--- config.mk ---
export PLATFORM = sky130hd
export DESIGN_NAME = spi_slave_port
export DESIGN_NICKNAME = d
export VERILOG_FILES = /design/src/rtl/spi_slave_port_pkg.sv /design/src/rtl/spi_slave_port_sync_bit.sv /design/src/rtl/spi_slave_port.sv
export SDC_FILE = /design/constraint.sdc
export NUM_CORES = 1
export LEC_CHECK = 0
export BUFFER_PORTS_ARGS = -buffer_cell sky130_fd_sc_hd__buf_2
export CAP_MARGIN = 20
export CORE_ASPECT_RATIO = 1.4
export CORE_MARGIN = 1
export CORE_UTILIZATION = 55
export CTS_CLUSTER_SIZE = 10
export DETAILED_ROUTE_END_ITERATION = 8
export PLACE_DENSITY = 0.89
export SLEW_MARGIN = 20
export SYNTH_ARGS = -nofsm -noshare
export SYNTH_HDL_FRONTEND = slang
export SYNTH_SLANG_ARGS = --single-unit
--- constraint.sdc ---
create_clock -name clock -period 1.7 [get_ports clock]
set_input_delay 0.255 -clock clock [delete_from_list [all_inputs] [get_ports clock]]
set_output_delay 0.255 -clock clock [all_outputs]
set_load 0.01 [all_outputs]
--- src/rtl/spi_slave_port_pkg.sv ---
// Shared defaults and types for the SPI responder pin adapter.
package spi_slave_port_pkg;

    localparam int unsigned FRAME_BITS_DEF  = 8;
    localparam int unsigned SYNC_STAGES_DEF = 3;
    localparam logic [7:0]  FILL_BYTE_DEF   = 8'hFF;
    localparam int unsigned CNT_W_DEF       = $clog2(FRAME_BITS_DEF);

    typedef enum logic {
        IDLE  = 1'b0,
        SHIFT = 1'b1
    } state_e;

endpackage

--- src/rtl/spi_slave_port_sync_bit.sv ---
// Pin synchronizer chain plus one history flop; reports the synced level and a change strobe.
module spi_sync_bit #(
    parameter int unsigned SYNC_STAGES = 3,
    parameter logic        RESET_VAL   = 1'b0
) (
    input  logic clock,
    input  logic reset,
    input  logic din,
    output logic sync,
    output logic edge_c
);

    logic [SYNC_STAGES-1:0] chain;
    logic                   hist;

    always_ff @(posedge clock) begin
        if (reset) begin
            chain <= {SYNC_STAGES{RESET_VAL}};
            hist  <= RESET_VAL;
        end else begin
            chain <= {chain[SYNC_STAGES-2:0], din};
            hist  <= chain[SYNC_STAGES-1];
        end
    end

    assign sync   = chain[SYNC_STAGES-1];
    assign edge_c = sync ^ hist;

endmodule

--- src/rtl/spi_slave_port.sv ---
// Mode-0 SPI responder: synchronizes SCK/CS/MOSI, shifts words in and out,
// and exchanges them with the core over valid/ready byte interfaces.
module spi_slave_port
    import spi_slave_port_pkg::*;
#(
    parameter int unsigned           SYNC_STAGES = SYNC_STAGES_DEF,
    parameter int unsigned           FRAME_BITS  = FRAME_BITS_DEF,
    parameter logic [FRAME_BITS-1:0] FILL_BYTE   = FRAME_BITS'(FILL_BYTE_DEF)
) (
    input  logic                  clock,
    input  logic                  reset,
    input  logic                  io_pins_sck_i_ival,
    input  logic                  io_pins_cs_0_i_ival,
    input  logic                  io_pins_dq_0_i_ival,
    output logic                  io_pins_dq_1_o_oval,
    output logic                  io_pins_dq_1_o_oe,
    output logic                  io_pins_dq_1_o_ie,
    output logic                  io_pins_dq_1_o_pue,
    output logic                  io_pins_dq_1_o_ds,
    output logic                  io_rx_valid,
    input  logic                  io_rx_ready,
    output logic [FRAME_BITS-1:0] io_rx_bits,
    input  logic                  io_tx_valid,
    output logic                  io_tx_ready,
    input  logic [FRAME_BITS-1:0] io_tx_bits,
    output logic                  io_active,
    output logic                  io_rx_overrun,
    output logic                  io_tx_underrun,
    input  logic                  io_err_clr
);

    localparam int unsigned     CNT_W    = $clog2(FRAME_BITS);
    localparam logic [CNT_W-1:0] CNT_LAST = CNT_W'(FRAME_BITS - 1);

    logic sck_sync, sck_edge_c;
    logic cs_sync, cs_edge_c;
    logic mosi_sync, mosi_edge_unused;

    spi_sync_bit #(.SYNC_STAGES(SYNC_STAGES), .RESET_VAL(1'b0)) u_sync_sck (
        .clock(clock), .reset(reset), .din(io_pins_sck_i_ival),
        .sync(sck_sync), .edge_c(sck_edge_c)
    );

    spi_sync_bit #(.SYNC_STAGES(SYNC_STAGES), .RESET_VAL(1'b1)) u_sync_cs (
        .clock(clock), .reset(reset), .din(io_pins_cs_0_i_ival),
        .sync(cs_sync), .edge_c(cs_edge_c)
    );

    spi_sync_bit #(.SYNC_STAGES(SYNC_STAGES), .RESET_VAL(1'b0)) u_sync_mosi (
        .clock(clock), .reset(reset), .din(io_pins_dq_0_i_ival),
        .sync(mosi_sync), .edge_c(mosi_edge_unused)
    );

    state_e                  state;
    logic [CNT_W-1:0]        bit_cnt;
    logic [FRAME_BITS-1:0]   rx_shift;
    logic [FRAME_BITS-1:0]   tx_shift;
    logic [FRAME_BITS-1:0]   tx_hold;
    logic                    hold_empty;
    logic [FRAME_BITS-1:0]   rx_bits;
    logic                    rx_valid;
    logic                    rx_overrun;
    logic                    tx_underrun;
    logic                    miso_oe;
    logic                    miso_oval;
    logic                    active;

    logic                    frame_start_c, frame_end_c, sck_ok_c;
    logic                    load_c, shift_c, sample_c, word_done_c;
    logic                    rx_accept_c, tx_write_c, rx_consume_c;
    logic [FRAME_BITS-1:0]   tx_next_c, rx_next_c;

    // Event decode; a CS rise masks any SCK edge seen in the same cycle.
    always_comb begin
        frame_start_c = 1'b0;
        frame_end_c   = 1'b0;
        sck_ok_c      = 1'b0;
        load_c        = 1'b0;
        shift_c       = 1'b0;
        sample_c      = 1'b0;
        word_done_c   = 1'b0;
        rx_accept_c   = 1'b0;
        tx_next_c     = tx_shift;
        rx_next_c     = {rx_shift[FRAME_BITS-2:0], mosi_sync};
        tx_write_c    = io_tx_valid & hold_empty;
        rx_consume_c  = rx_valid & io_rx_ready;

        if (state == IDLE) begin
            frame_start_c = cs_edge_c & ~cs_sync;
        end else begin
            frame_end_c = cs_edge_c & cs_sync;
            sck_ok_c    = ~frame_end_c;
        end

        sample_c    = sck_ok_c & sck_edge_c & sck_sync;
        word_done_c = sample_c & (bit_cnt == CNT_LAST);
        rx_accept_c = word_done_c & (~rx_valid | io_rx_ready);
        load_c      = frame_start_c | (sck_ok_c & sck_edge_c & ~sck_sync & (bit_cnt == '0));
        shift_c     = sck_ok_c & sck_edge_c & ~sck_sync & (bit_cnt != '0);

        if (load_c) begin
            tx_next_c = hold_empty ? FILL_BYTE : tx_hold;
        end else if (shift_c) begin
            tx_next_c = {tx_shift[FRAME_BITS-2:0], 1'b0};
        end
    end

    always_ff @(posedge clock) begin
        if (reset) begin
            state       <= IDLE;
            bit_cnt     <= '0;
            rx_shift    <= '0;
            tx_shift    <= '0;
            tx_hold     <= '0;
            hold_empty  <= 1'b1;
            rx_bits     <= '0;
            rx_valid    <= 1'b0;
            rx_overrun  <= 1'b0;
            tx_underrun <= 1'b0;
            miso_oe     <= 1'b0;
            miso_oval   <= 1'b0;
            active      <= 1'b0;
        end else begin
            tx_shift <= tx_next_c;

            if (frame_start_c) begin
                state     <= SHIFT;
                active    <= 1'b1;
                miso_oe   <= 1'b1;
                miso_oval <= tx_next_c[FRAME_BITS-1];
                bit_cnt   <= '0;
            end else if (frame_end_c) begin
                state     <= IDLE;
                active    <= 1'b0;
                miso_oe   <= 1'b0;
                miso_oval <= 1'b0;
                bit_cnt   <= '0;
            end else if (state == SHIFT) begin
                miso_oval <= tx_next_c[FRAME_BITS-1];
                if (sample_c) begin
                    rx_shift <= rx_next_c;
                    bit_cnt  <= word_done_c ? '0 : bit_cnt + CNT_W'(1);
                end
            end

            // RX holding register handshake
            if (rx_accept_c) begin
                rx_bits  <= rx_next_c;
                rx_valid <= 1'b1;
            end else if (rx_consume_c) begin
                rx_valid <= 1'b0;
            end

            // A load empties the holding register; a same-cycle write refills it.
            if (load_c && !hold_empty) begin
                hold_empty <= 1'b1;
            end
            if (tx_write_c) begin
                tx_hold    <= io_tx_bits;
                hold_empty <= 1'b0;
            end

            if (io_err_clr) begin
                rx_overrun  <= 1'b0;
                tx_underrun <= 1'b0;
            end
            if (word_done_c && !rx_accept_c) begin
                rx_overrun <= 1'b1;
            end
            if (load_c && hold_empty) begin
                tx_underrun <= 1'b1;
            end
        end
    end

    assign io_pins_dq_1_o_oval = miso_oval;
    assign io_pins_dq_1_o_oe   = miso_oe;
    assign io_pins_dq_1_o_ie   = 1'b0;
    assign io_pins_dq_1_o_pue  = 1'b0;
    assign io_pins_dq_1_o_ds   = 1'b1;
    assign io_rx_valid         = rx_valid;
    assign io_rx_bits          = rx_bits;
    assign io_tx_ready         = hold_empty;
    assign io_active           = active;
    assign io_rx_overrun       = rx_overrun;
    assign io_tx_underrun      = tx_underrun;

endmodule

---- Word level (Yosys, flattened, before mapping) ----
Index checks and enable logic that the tools add are counted.
operators by class
  div/mod/pow operators ................... 0
  equality and inequality tests ........... 1
  multiply operators ...................... 0
  reduce and logical (&&, ||, !) cells .... 17
  muxes and demuxes ....................... 19
  shift operators ......................... 0
  bitwise gates (word level) .............. 21
  add/sub/neg operators ................... 1
  order comparisons ....................... 0
operators by type and width
  operator             number
  $mux 8               3
  $mux 1               15
  $reduce_bool 2->1    6
  $and 1x1->1          11
  $not 1->1            6
  $reduce_bool 3->1    2
  $reduce_and 4->1     1
  $add 3x1->3 const B  1
  $eq 3x3->1 const B   1
  $logic_and 1x1->1    3
  $logic_not 3->1      1
  $mux 3               1
  $reduce_or 3->1      1
  $logic_not 1->1      2
  $or 1x1->1           2
  $reduce_and 2->1     1
  $xor 1x1->1          2
word-level totals
  ROM bits ................................ 0
  register bits ........................... 51
  bits in latches ......................... 0
  memory bits (writable) .................. 0
  logic and storage cells ................. 76
  input port bits ......................... 16
  memories kept ........................... 0

---- Logic depth before layout (Yosys ltp) ----
Gate-level depths: netlist (run 1).
  depth after elaboration ................. 12
  gate-level depth with buffers ........... 7
  mapped depth without buffers ............ 6

---- By module ----
A second synthesis (run 1) with hierarchy kept.
second synthesis, totals
  cell total of the unflattened synthesis .. 233
  area total of the unflattened synthesis .. 2113.3 sq um
by module, submodules not included
  module          area each (sq um)  times used  seq. area each (sq um)  cells an instance
  spi_slave_port  1771.7             1           800.8                   206
  spi_sync_bit    113.9              3           80.1                    9

---- Worst setup path before layout (run 1) ----
Ideal clock, no wire load.
  kind .................................... register -> register
  start point ............................. reg bit_cnt[0]
  end point ............................... reg tx_shift[6]
  period minus slack after synthesis ...... 1.503 ns
  path buffers ............................ 1
  stages on the path, launching flop included .. 8
  slack ................................... 0.197 ns
  arrival ................................. 1.411 ns
  cell sequence ........................... dfxtp_1 > inv_1 > ha_1 > nor2b_1 > buf_2 > nor2_1 > nor3_1 > o32ai_1
between the ends
  longest elaborated chain between the ends .. 4
ends and longest elaborated chain
  element                                             RTL line               text
  from (decl)                                         spi_slave_port.sv:55   logic [CNT_W-1:0] bit_cnt;
  from (signal assigned)                              spi_slave_port.sv:142  bit_cnt <= word_done_c ? '0 : bit_cnt + CNT_W'(1);
  $logic_not 3->1                                     spi_slave_port.sv:98   load_c = frame_start_c | (sck_ok_c & sck_edge_c & ~sck_sync & (bit_cnt == '0));
  $and 1x1->1                                         spi_slave_port.sv:98
  $or 1x1->1                                          spi_slave_port.sv:98
  $mux 8 / $reduce_bool 2->1 (equally long branches)  -
  to (signal assigned)                                spi_slave_port.sv:124  tx_shift <= tx_next_c;
  to (decl)                                           spi_slave_port.sv:57   logic [FRAME_BITS-1:0] tx_shift;
Parallel ways exist; a longest one is shown, timed or not.
A chain may end at the register's enable or synchronous reset.

==> run_results.csv, run 1 <==
group,metric,value,unit
floorplanning,floorplan.die_area,4110,sq um
drt,remaining_drc_errors,0,
clock_tree,cts_num_sinks,51,
layout,count_of_inserted_antenna_diode_cells,0,
power_and_ir_drop,design_power_total,0.00219,W
global_route,antenna_found_initial,0,
yosys,synth_seq_cells,51,
yosys,synthesis.yosys.warnings,0,
yosys,synth_edf_count,0,
layout,final_util,0.647,
sta,final-max-slew-violation-count,0,
drt,firstDrtPassIters,4,
clock_tree,ctsRootBufferMaster,"sky130_fd_sc_hd__clkbuf_8",
power_and_ir_drop,pwr_density_cell,922,nW/um^2
critical_path,cp-end-kind,"flip-flop",
clock_tree,number_of_h_tree_levels,2,
yosys,syn_avg_cell_area,8.98,sq um
global_route,grt_pass1_vias,1505,
drt,via_per_inst,5.42,
power_and_ir_drop,sw_power,0.000462,W
clock_tree,hold_fix_buffer_count_after_cts,0,
sta,post-route-min-period,1.48,ns
power_and_ir_drop,vdd_drop_max,0.865,mV
sta,setup_total_negative_slack,0,ns
drt,total_wire_length,3.67,mm
power_and_ir_drop,power.share.sequential,0.567,
global_route,grt_pass1_wl,6.11,mm
sta,finalHoldWorstSlack,0.139,ns
clock_tree,clk_transition_reported_paths,0.08,ns
yosys,synthFlopType,"sky130_fd_sc_hd__dfxtp_1",
critical_path,critPathLaunchType,"flip-flop",
sta,timing.slew.headroom,0.559,
placement,placed_cells_incl_taps,298,
floorplanning,die_x,54.5,microns
drt,via_count,1652,
placement,dp.final_hpwl,2.54,mm
global_route,groute.layer.met2.usage,0.359,
critical_path,reg2reg_from,"io_active",
drt,drt.antenna.violating_nets,0,
global_route,gr-max-usage-layer,"met2",
global_route,groute.layer.met1.usage,0.220,
global_route,maximum_number_of_pins_on_one_net_before_global_route_repair,47,
power_and_ir_drop,combinationalPowerShare,0.071,
layout,finish.cell_count_without_fillers,305,
power_and_ir_drop,power.share.switching,0.211,
yosys,synthDominantCellAreaShare,0.482,
job,cap_viol_max_count,0,
clock_tree,cts_max_path_buffers,2,
min_path,worst_hold_startpoint,"io_pins_cs_0_i_ival",
layout,mostFrequentLayoutCell,"sky130_fd_sc_hd__dfxtp_1",
outcome,status,"complete, no violations",
sta,count_of_final_setup_violators,0,
layout,area_growth_syn_to_layout,12.3,%
floorplanning,placement_rows,26,
yosys,ys_seq_area_frac,0.482,
floorplanning,i_o_pin_total,34,
critical_path,worst-setup-path-type,"reg2reg",
layout,nNetsFinal,282,
critical_path,crit_path_max_fanout,9,
sta,maxClockFrequency,0.676,GHz
global_route,gr_ovfl_total,0,
layout,post_route_cells_drive_above_1_share,0.205,
power_and_ir_drop,internal_power,0.00173,W
yosys,syn-instance-count,236,
layout,fillers,335,
clock_tree,postCtsSetupRepairBufs,0,
layout,layout.cells.most_common_list,"51 x sky130_fd_sc_hd__dfxtp_1, 30 x sky130_fd_sc_hd__nand2_1, 30 x sky130_fd_sc_hd__buf_2",
yosys,syn-cell-area,2120,sq um
power_and_ir_drop,p_leak,0.939,nW
clock_tree,tritoncts,"built",
yosys,post_synth_num_cell_types,34,
floorplanning,coreArea,3680,sq um
critical_path,cp_data_arrival_time,1.68,ns
global_route,grt.met3_usage,0.0599,
placement,portBuffers,30,
clock_tree,cts_resized,0,
sta,worstMarginPinSlew,0.662,ns
sta,final_min_period_over_clock_period,0.870,
sta,setup_repair_after_global_routing_missed_its_margin,"no",
min_path,hold_class,"in2reg",
yosys,netlist.top_cell.by_area,"sky130_fd_sc_hd__dfxtp_1",
drt,detail_route.wl_per_cell,12.0,microns
power_and_ir_drop,clock_power_share,0.362,
floorplanning,initial_utilization,0.577,
clock_tree,clkLatencyLatePin,0.30,ns
yosys,asyncSetResetFlopFracSynth,0,
drt,number_of_drc_markers_after_the_initial_detailed_route_iteration,31,
clock_tree,cts_made_buffers,5,
sta,fin_worst_skew,0.00695,ns
critical_path,critPathLaunch,"io_active",
yosys,ys_top_cells_by_area,"sky130_fd_sc_hd__dfxtp_1 48%, sky130_fd_sc_hd__nand2b_1 8.0%, sky130_fd_sc_hd__a21oi_1 5.9%, sky130_fd_sc_hd__nand2_1 5.3%, sky130_fd_sc_hd__mux2i_1 4.3%",
critical_path,worstPathRequired,1.90,ns
floorplanning,vertical_die_dimension,75.5,microns
global_route,grt_use_total,0.205,
placement,gp_congestion,0.789,
sta,hold_viol_final,0,
cell usage after synthesis (all sizes together) (3+ instances only):
master,instances
ha,3
clkbuf,7
o32ai,7
or2,5
mux2i,9
dfxtp,51
nor2,4
buf,14
nor3,12
nand2b,28
nand2,30
nor2b,9
a21oi,25
inv,5
nand3,8
worst max-delay path: stages (launching register included):
cell and delay [ns]:
sky130_fd_sc_hd__dfxtp_1 0.33, sky130_fd_sc_hd__nor3b_2 0.36, sky130_fd_sc_hd__a31o_2 0.30, sky130_fd_sc_hd__nand2b_4 0.10
sky130_fd_sc_hd__o32ai_1 0.30
registers in the layout (all words and copies together), names as in the netlist, 3 cells and up:
name,flops
bit_cnt,3
io_rx_bits,8
rx_shift,7
tx_hold,8
tx_shift,8
u_sync_cs.chain,3
u_sync_mosi.chain,3
u_sync_sck.chain,3
cells by family after synthesis:
kind of cell / Yosys count / share of synthesized area
mux: 9 / 0.0425
fa+ha+maj: 3 / 0.0177
other cells: 2 / 0.00354
buf+inv: 26 / 0.0673
flops: 51 / 0.482
compound gates: 41 / 0.120
simple gates: 104 / 0.267
area by class of cell:
type / instances / area (sq um) / area share
clock buffer: 6 / 72.6 / 0.0305
clock inverter: 1 / 30.0 / 0.0126
inverter: 5 / 18.8 / 0.00789
multi-input combinational: 160 / 960 / 0.403
sequential: 51 / 1020 / 0.429
tap: 42 / 52.6 / 0.0221
timing repair buffer: 40 / 225 / 0.0946
metrics by stage:
stage	setup WS, ns	cell area, sq um
global placement	0.276	2280
detailed placement	0.229	2280
finish	0.221	2380
global route	0.0801	2380
CTS	0.219	2380
floorplan	0.197	2120
layer usage:
metal | share of wire | up-vias
met3 | 0.031 | 6
met4 | 0.016 | 0
met1 | 0.41 | 768
met5 | 0 | -
met2 | 0.54 | 35
li1 | - | 843
power groups by stage:
| stage | registers [W] | clock network, W | logic (W) |
|---|---|---|---|
| after floorplan | 0.00127 | 0 | 0.000119 |
| after global placement | 0.00127 | 0 | 0.000153 |
| after detailed placement | 0.00127 | 0 | 0.000157 |
| after CTS | 0.00124 | 0.000813 | 0.000158 |
| after global routing | 0.00125 | 0.000878 | 0.000174 |
| final | 0.00124 | 0.000794 | 0.000156 |
worst paths after layout:
path	slack [ns]	cells after the start	end
max	0.22	4	tx_shift[1]
min	0.14	2	u_sync_cs.chain[0]
min reg2reg	0.41	1	u_sync_cs.chain[1]
max reg2reg	0.22	4	tx_shift[1]
Power figures use the tool's default switching activity.
==> run 2: changes to the inputs <==
--- a/config.mk
+++ b/config.mk
@@ -10,10 +10,12 @@
 export CORE_ASPECT_RATIO = 1.4
 export CORE_MARGIN = 1
 export CORE_UTILIZATION = 55
+export CTS_CLUSTER_DIAMETER = 100
 export CTS_CLUSTER_SIZE = 10
 export DETAILED_ROUTE_END_ITERATION = 8
 export PLACE_DENSITY = 0.89
 export SLEW_MARGIN = 20
 export SYNTH_ARGS = -nofsm -noshare
 export SYNTH_HDL_FRONTEND = slang
+export SYNTH_HIERARCHICAL = 1
 export SYNTH_SLANG_ARGS = --single-unit
==> run 2 against run 1 <==
Clock-buffer cell count stayed put. Critical path depth grew 1. Sequential power about the same. Clock skew barely moved. Die area shrank 1.9%. Critical endpoint is now bit_cnt[0]. Non-clock buffer count up 3. Design area grew 2.5%.
==> run_results.csv, run 2 <==
group,metric,value,unit
drt,via_per_inst,5.17,
layout,multiInputGateArea,982,sq um
clock_tree,clkLatencyLatePin,0.31,ns
sta,final_min_period_over_clock_period,0.955,
layout,post_route_cells_drive_above_1_share,0.226,
clock_tree,cts_made_buffers,5,
layout,count_of_inserted_antenna_diode_cells,0,
global_route,antenna_found_initial,0,
floorplanning,initial_utilization,0.570,
floorplanning,floorplan.die_area,4030,sq um
placement,portBuffers,30,
min_path,hold_class,"in2reg",
yosys,syn-cell-area,2080,sq um
global_route,gr_ovfl_total,0,
placement,gp_congestion,0.795,
power_and_ir_drop,power.share.sequential,0.596,
job,cap_viol_max_count,0,
floorplanning,coreArea,3640,sq um
critical_path,worst-setup-path-type,"reg2reg",
critical_path,cp-end-kind,"flip-flop",
sta,post-route-min-period,1.62,ns
clock_tree,ctsRootBufferMaster,"sky130_fd_sc_hd__clkbuf_8",
layout,fillers,319,
placement,dp.final_hpwl,2.52,mm
drt,drt.antenna.violating_nets,0,
layout,layout.cells.most_common_list,"50 x sky130_fd_sc_hd__dfxtp_1, 30 x sky130_fd_sc_hd__buf_2, 29 x sky130_fd_sc_hd__nand2_1",
drt,detail_route.wl_per_cell,12.0,microns
drt,firstDrtPassIters,4,
placement,pre_cts_ws,0.0188,ns
yosys,synthesis.yosys.warnings,6,
floorplanning,placement_rows,26,
power_and_ir_drop,pwr_density_cell,869,nW/um^2
sta,count_of_final_setup_violators,0,
global_route,maximum_number_of_pins_on_one_net_before_global_route_repair,33,
clock_tree,hold_fix_buffer_count_after_cts,0,
drt,number_of_drc_markers_after_the_initial_detailed_route_iteration,24,
clock_tree,cts_num_sinks,51,
global_route,grt_pass1_vias,1463,
drt,total_wire_length,3.70,mm
power_and_ir_drop,clock_power_share,0.317,
drt,remaining_drc_errors,0,
sta,final-max-slew-violation-count,0,
sta,finalWorstSetupSlack,0.0767,ns
critical_path,crit_path_max_fanout,6,
power_and_ir_drop,p_leak,0.963,nW
power_and_ir_drop,internal_power,0.00161,W
sta,hold_viol_final,0,
yosys,syn_avg_cell_area,9.04,sq um
layout,sequential_cell_area,1020,sq um
yosys,syn-instance-count,230,
floorplanning,vertical_die_dimension,74.7,microns
clock_tree,number_of_h_tree_levels,2,
drt,via_count,1591,
layout,mostFrequentLayoutCell,"sky130_fd_sc_hd__dfxtp_1",
global_route,grt_pass1_wl,5.93,mm
power_and_ir_drop,design_power_total,0.00212,W
sta,maxClockFrequency,0.616,GHz
layout,area_growth_syn_to_layout,17.4,%
power_and_ir_drop,combinationalPowerShare,0.087,
critical_path,cp_data_arrival_time,1.86,ns
outcome,status,"complete, no violations",
power_and_ir_drop,vdd_drop_max,1.08,mV
clock_tree,cts_max_path_buffers,2,
layout,nNetsFinal,284,
floorplanning,die_x,54.0,microns
power_and_ir_drop,sw_power,0.000508,W
floorplanning,i_o_pin_total,34,
power_and_ir_drop,power.share.switching,0.239,
sta,fin_worst_skew,0.00718,ns
clock_tree,tritoncts,"built",
critical_path,worstPathRequired,1.94,ns
clock_tree,clk_transition_reported_paths,0.09,ns
critical_path,critPathLaunchType,"flip-flop",
global_route,grt_use_total,0.203,
## run 2: repair_timing
action,4_1_cts,5_1_grt
setup endpoints to repair,1,16
pin swaps,0,2
buffers inserted,0,0
gates resized for setup,2,7
endpoints found under the hold margin,0,0
## run 2: final timing paths
kind / start / to / slack [ns] / cells past startpoint
setup / recovery: u_sync_cs/hist / bit_cnt[0] / 0.08 / 5
hold / removal: io_pins_cs_0_i_ival / u_sync_cs/chain[0] / 0.13 / 2
setup reg to reg: u_sync_cs/hist / bit_cnt[0] / 0.08 / 5
hold reg to reg: u_sync_cs/chain[0] / u_sync_cs/chain[1] / 0.41 / 1
## run 2: layout make-up
cell class                 count  share of cell area
clock buffer                   6              0.0297
clock inverter                 2             0.00513
inverter                      10              0.0154
multi-input combinational    154               0.403
sequential                    51               0.419
tap                           42              0.0215
timing repair buffer          43               0.107
## run 2: layer usage
layer | up-vias | GRT usage | routed length (microns)
li1 | 827 | - | -
met1 | 722 | 0.220 | 1570
met2 | 36 | 0.351 | 1930
met3 | 6 | 0.0485 | 110
met4 | 0 | 0.117 | 85
met5 | - | 0 | 0
## run 2: critical path: stages, from the launching register on
cell	delay [ns]
sky130_fd_sc_hd__dfxtp_1	0.31
sky130_fd_sc_hd__xor2_1	0.18
sky130_fd_sc_hd__and2_2	0.23
sky130_fd_sc_hd__or3b_1	0.39
sky130_fd_sc_hd__or3_1	0.31
sky130_fd_sc_hd__a21oi_1	0.14
## run 2: power groups by stage
stage / combinational, W / clock [W] / sequential (W)
after floorplan: 0.000125 / 0 / 0.00129
after global placement: 0.000175 / 0 / 0.00129
after detailed placement: 0.000179 / 0 / 0.00129
after CTS: 0.000179 / 0.000699 / 0.00126
after global routing: 0.000206 / 0.000731 / 0.00127
final: 0.000184 / 0.000673 / 0.00126
## run 2: stage by stage
| step | hold slack [ns] | utilization | TNS, ns | std cells | cell area [sq um] |
|---|---|---|---|---|---|
| after CTS | 0.124 | 0.660 | 0 | 308 | 2410 |
| after floorplan | 0.327 | - | 0 | 231 | 2080 |
| after detailed placement | 0.396 | 0.635 | 0 | 300 | 2310 |
| after global routing | 0.131 | 0.670 | -0.100 | 308 | 2440 |
| final | 0.131 | 0.670 | 0 | 308 | 2440 |
| after global placement | 0.388 | 0.635 | 0 | 300 | 2310 |
==> run 3: changes to the inputs <==
--- a/config.mk
+++ b/config.mk
@@ -5,6 +5,7 @@
 export SDC_FILE = /design/constraint.sdc
 export NUM_CORES = 1
 export LEC_CHECK = 0
+export ABC_AREA = 1
 export BUFFER_PORTS_ARGS = -buffer_cell sky130_fd_sc_hd__buf_2
 export CAP_MARGIN = 20
 export CORE_ASPECT_RATIO = 1.4
==> run 3 against run 2 <==
Sequential share of layout area increased by 2.6 points. Worst setup slack better by 0.11 ns. Clock skew shrank 0.0026 ns. Non-clock buffer count down 10. Clock power is 27% higher. Maximum frequency up 7.2%. Highest routed layer unchanged.
==> run_results.csv, run 3 <==
group,metric,value,unit
layout,post_route_cells_drive_above_1_share,0.179,
sta,count_of_final_setup_violators,0,
clock_tree,hold_fix_buffer_count_after_cts,0,
layout,area_growth_syn_to_layout,14.2,%
placement,portBuffers,30,
sta,maxClockFrequency,0.660,GHz
critical_path,reg2reg_from,"u_sync_cs/chain[2]",
layout,fillers,316,
sta,final-max-slew-violation-count,0,
power_and_ir_drop,power.share.switching,0.209,
power_and_ir_drop,sw_power,0.000459,W
layout,multiInputGateArea,801,sq um
sta,hold_viol_final,0,
global_route,groute.layer.met1.usage,0.217,
floorplanning,floorplan.die_area,3910,sq um
layout,layout.cells.most_common_list,"54 x sky130_fd_sc_hd__nor2_1, 50 x sky130_fd_sc_hd__dfxtp_1, 40 x sky130_fd_sc_hd__nand2_1",
critical_path,cp_data_arrival_time,1.77,ns
critical_path,worst-setup-path-type,"reg2reg",
clock_tree,number_of_h_tree_levels,2,
critical_path,slack_of_the_worst_reg_to_reg_path,0.19,ns
critical_path,cp-end-kind,"flip-flop",
floorplanning,die_x,53.1,microns
drt,via_count,1648,
placement,gp_congestion,0.790,
job,cap_viol_max_count,0,
min_path,hold_class,"in2reg",
power_and_ir_drop,design_power_total,0.00219,W
drt,number_of_drc_markers_after_the_initial_detailed_route_iteration,30,
clock_tree,cts_made_buffers,5,
drt,drt.antenna.violating_nets,0,
global_route,groute.layer.met2.usage,0.401,
yosys,syn_avg_cell_area,7.63,sq um
sta,setup_repair_after_global_routing_missed_its_margin,"no",
global_route,grt_use_total,0.219,
global_route,gr_ovfl_total,0,
clock_tree,cts_resized,0,
yosys,syn-instance-count,264,
layout,mostFrequentLayoutCell,"sky130_fd_sc_hd__nor2_1",
sta,fin_worst_skew,0.00460,ns
global_route,grt_pass1_vias,1501,
floorplanning,coreArea,3440,sq um
clock_tree,ctsRootBufferMaster,"sky130_fd_sc_hd__clkbuf_8",
critical_path,worstPathRequired,1.96,ns
global_route,grt.met3_usage,0.0559,
clock_tree,clk_transition_reported_paths,0.09,ns
outcome,status,"complete, no violations",
drt,via_per_inst,4.90,
clock_tree,postCtsSetupRepairBufs,0,
clock_tree,cts_max_path_buffers,2,
power_and_ir_drop,combinationalPowerShare,0.045,
power_and_ir_drop,power.share.sequential,0.565,
sta,final_min_period_over_clock_period,0.891,
drt,remaining_drc_errors,0,
drt,total_wire_length,3.76,mm
power_and_ir_drop,pwr_density_cell,955,nW/um^2
layout,sequential_cell_area,1020,sq um
critical_path,worst-r2r-cell-count,12,
critical_path,critPathLaunchType,"flip-flop",
power_and_ir_drop,vdd_drop_max,0.817,mV
layout,nNetsFinal,314,
yosys,synthesis.yosys.warnings,6,
drt,firstDrtPassIters,4,
clock_tree,clkLatencyLatePin,0.30,ns
global_route,antenna_found_initial,0,
placement,placed_area,2180,sq um
floorplanning,i_o_pin_total,34,
floorplanning,vertical_die_dimension,73.6,microns
critical_path,cp-endpoint,"tx_shift[1]",
drt,detail_route.wl_per_cell,11.2,microns
critical_path,critPathLaunch,"u_sync_cs/chain[2]",
power_and_ir_drop,internal_power,0.00174,W
global_route,grt_pass1_wl,6.13,mm
layout,final_util,0.668,
clock_tree,cts_num_sinks,51,
layout,count_of_inserted_antenna_diode_cells,0,
layout,finish.cell_count_without_fillers,336,
power_and_ir_drop,p_leak,1.17,nW
sta,post-route-min-period,1.51,ns
floorplanning,initial_utilization,0.585,
sta,setup_total_negative_slack,0,ns
layout,stdcell_area,2300,sq um
critical_path,r2r-end,"tx_shift[1]",
yosys,syn-cell-area,2010,sq um
clock_tree,tritoncts,"built",
critical_path,crit_path_max_fanout,9,
power_and_ir_drop,clock_power_share,0.390,
global_route,maximum_number_of_pins_on_one_net_before_global_route_repair,33,
placement,dp.final_hpwl,2.67,mm
placement,placed_cells_incl_taps,328,
floorplanning,placement_rows,25,
global_route,gr-max-usage-layer,"met2",
[run 3: layout make-up]
cell class | instances | share of cell area
timing repair buffer | 33 | 0.0751
inverter | 36 | 0.0588
clock buffer | 6 | 0.0359
sequential | 51 | 0.445
multi-input combinational | 168 | 0.348
clock inverter | 2 | 0.0152
tap | 40 | 0.0218
[run 3: worst min path at each step]
stage / cells past startpoint / start / slack (ns) / end
after CTS: 2 / io_pins_cs_0_i_ival / 0.12 / u_sync_cs/chain[0]
after global placement: 1 / u_sync_cs/chain[0] / 0.39 / u_sync_cs/chain[1]
after global routing: 2 / io_pins_cs_0_i_ival / 0.13 / u_sync_cs/chain[0]
final: 2 / io_pins_cs_0_i_ival / 0.12 / u_sync_cs/chain[0]
after floorplan: 1 / reset / 0.33 / u_sync_mosi/chain[0]
after detailed placement: 1 / u_sync_cs/chain[0] / 0.39 / u_sync_cs/chain[1]
[run 3: critical path, cell delays in order (launching register included)]
cell and delay [ns]:
sky130_fd_sc_hd__dfxtp_2 0.37, sky130_fd_sc_hd__inv_1 0.04, sky130_fd_sc_hd__nand2_1 0.05, sky130_fd_sc_hd__nand2_1 0.10
sky130_fd_sc_hd__nand2_2 0.10, sky130_fd_sc_hd__nand4_1 0.15, sky130_fd_sc_hd__nand2_2 0.12, sky130_fd_sc_hd__nand2_1 0.08
sky130_fd_sc_hd__inv_2 0.14, sky130_fd_sc_hd__o21ai_0 0.13, sky130_fd_sc_hd__nand3_1 0.09, sky130_fd_sc_hd__nand2_1 0.06
sky130_fd_sc_hd__inv_1 0.05
[run 3: per-layer routing]
metal	vias to the layer above	wire length (microns)
li1	873	-
met1	739	1650
met2	27	1900
met3	9	116
met4	0	90
met5	-	0
[run 3: through the flow]
stage / worst slack (ns) / hold WS [ns]
after floorplan: 0.254 / 0.326
after global routing: 0.0211 / 0.126
final: 0.186 / 0.123
after CTS: 0.0330 / 0.117
after global placement: 0.167 / 0.389
after detailed placement: 0.111 / 0.393
[run 3: power by group through the flow]
stage	logic, W	registers, W	clock network [W]
after floorplan	0.0000709	0.00126	0
after global placement	0.0000956	0.00127	0
after detailed placement	0.0000987	0.00127	0
after CTS	0.0000993	0.00124	0.000876
after global routing	0.000112	0.00124	0.000923
final	0.0000987	0.00124	0.000856
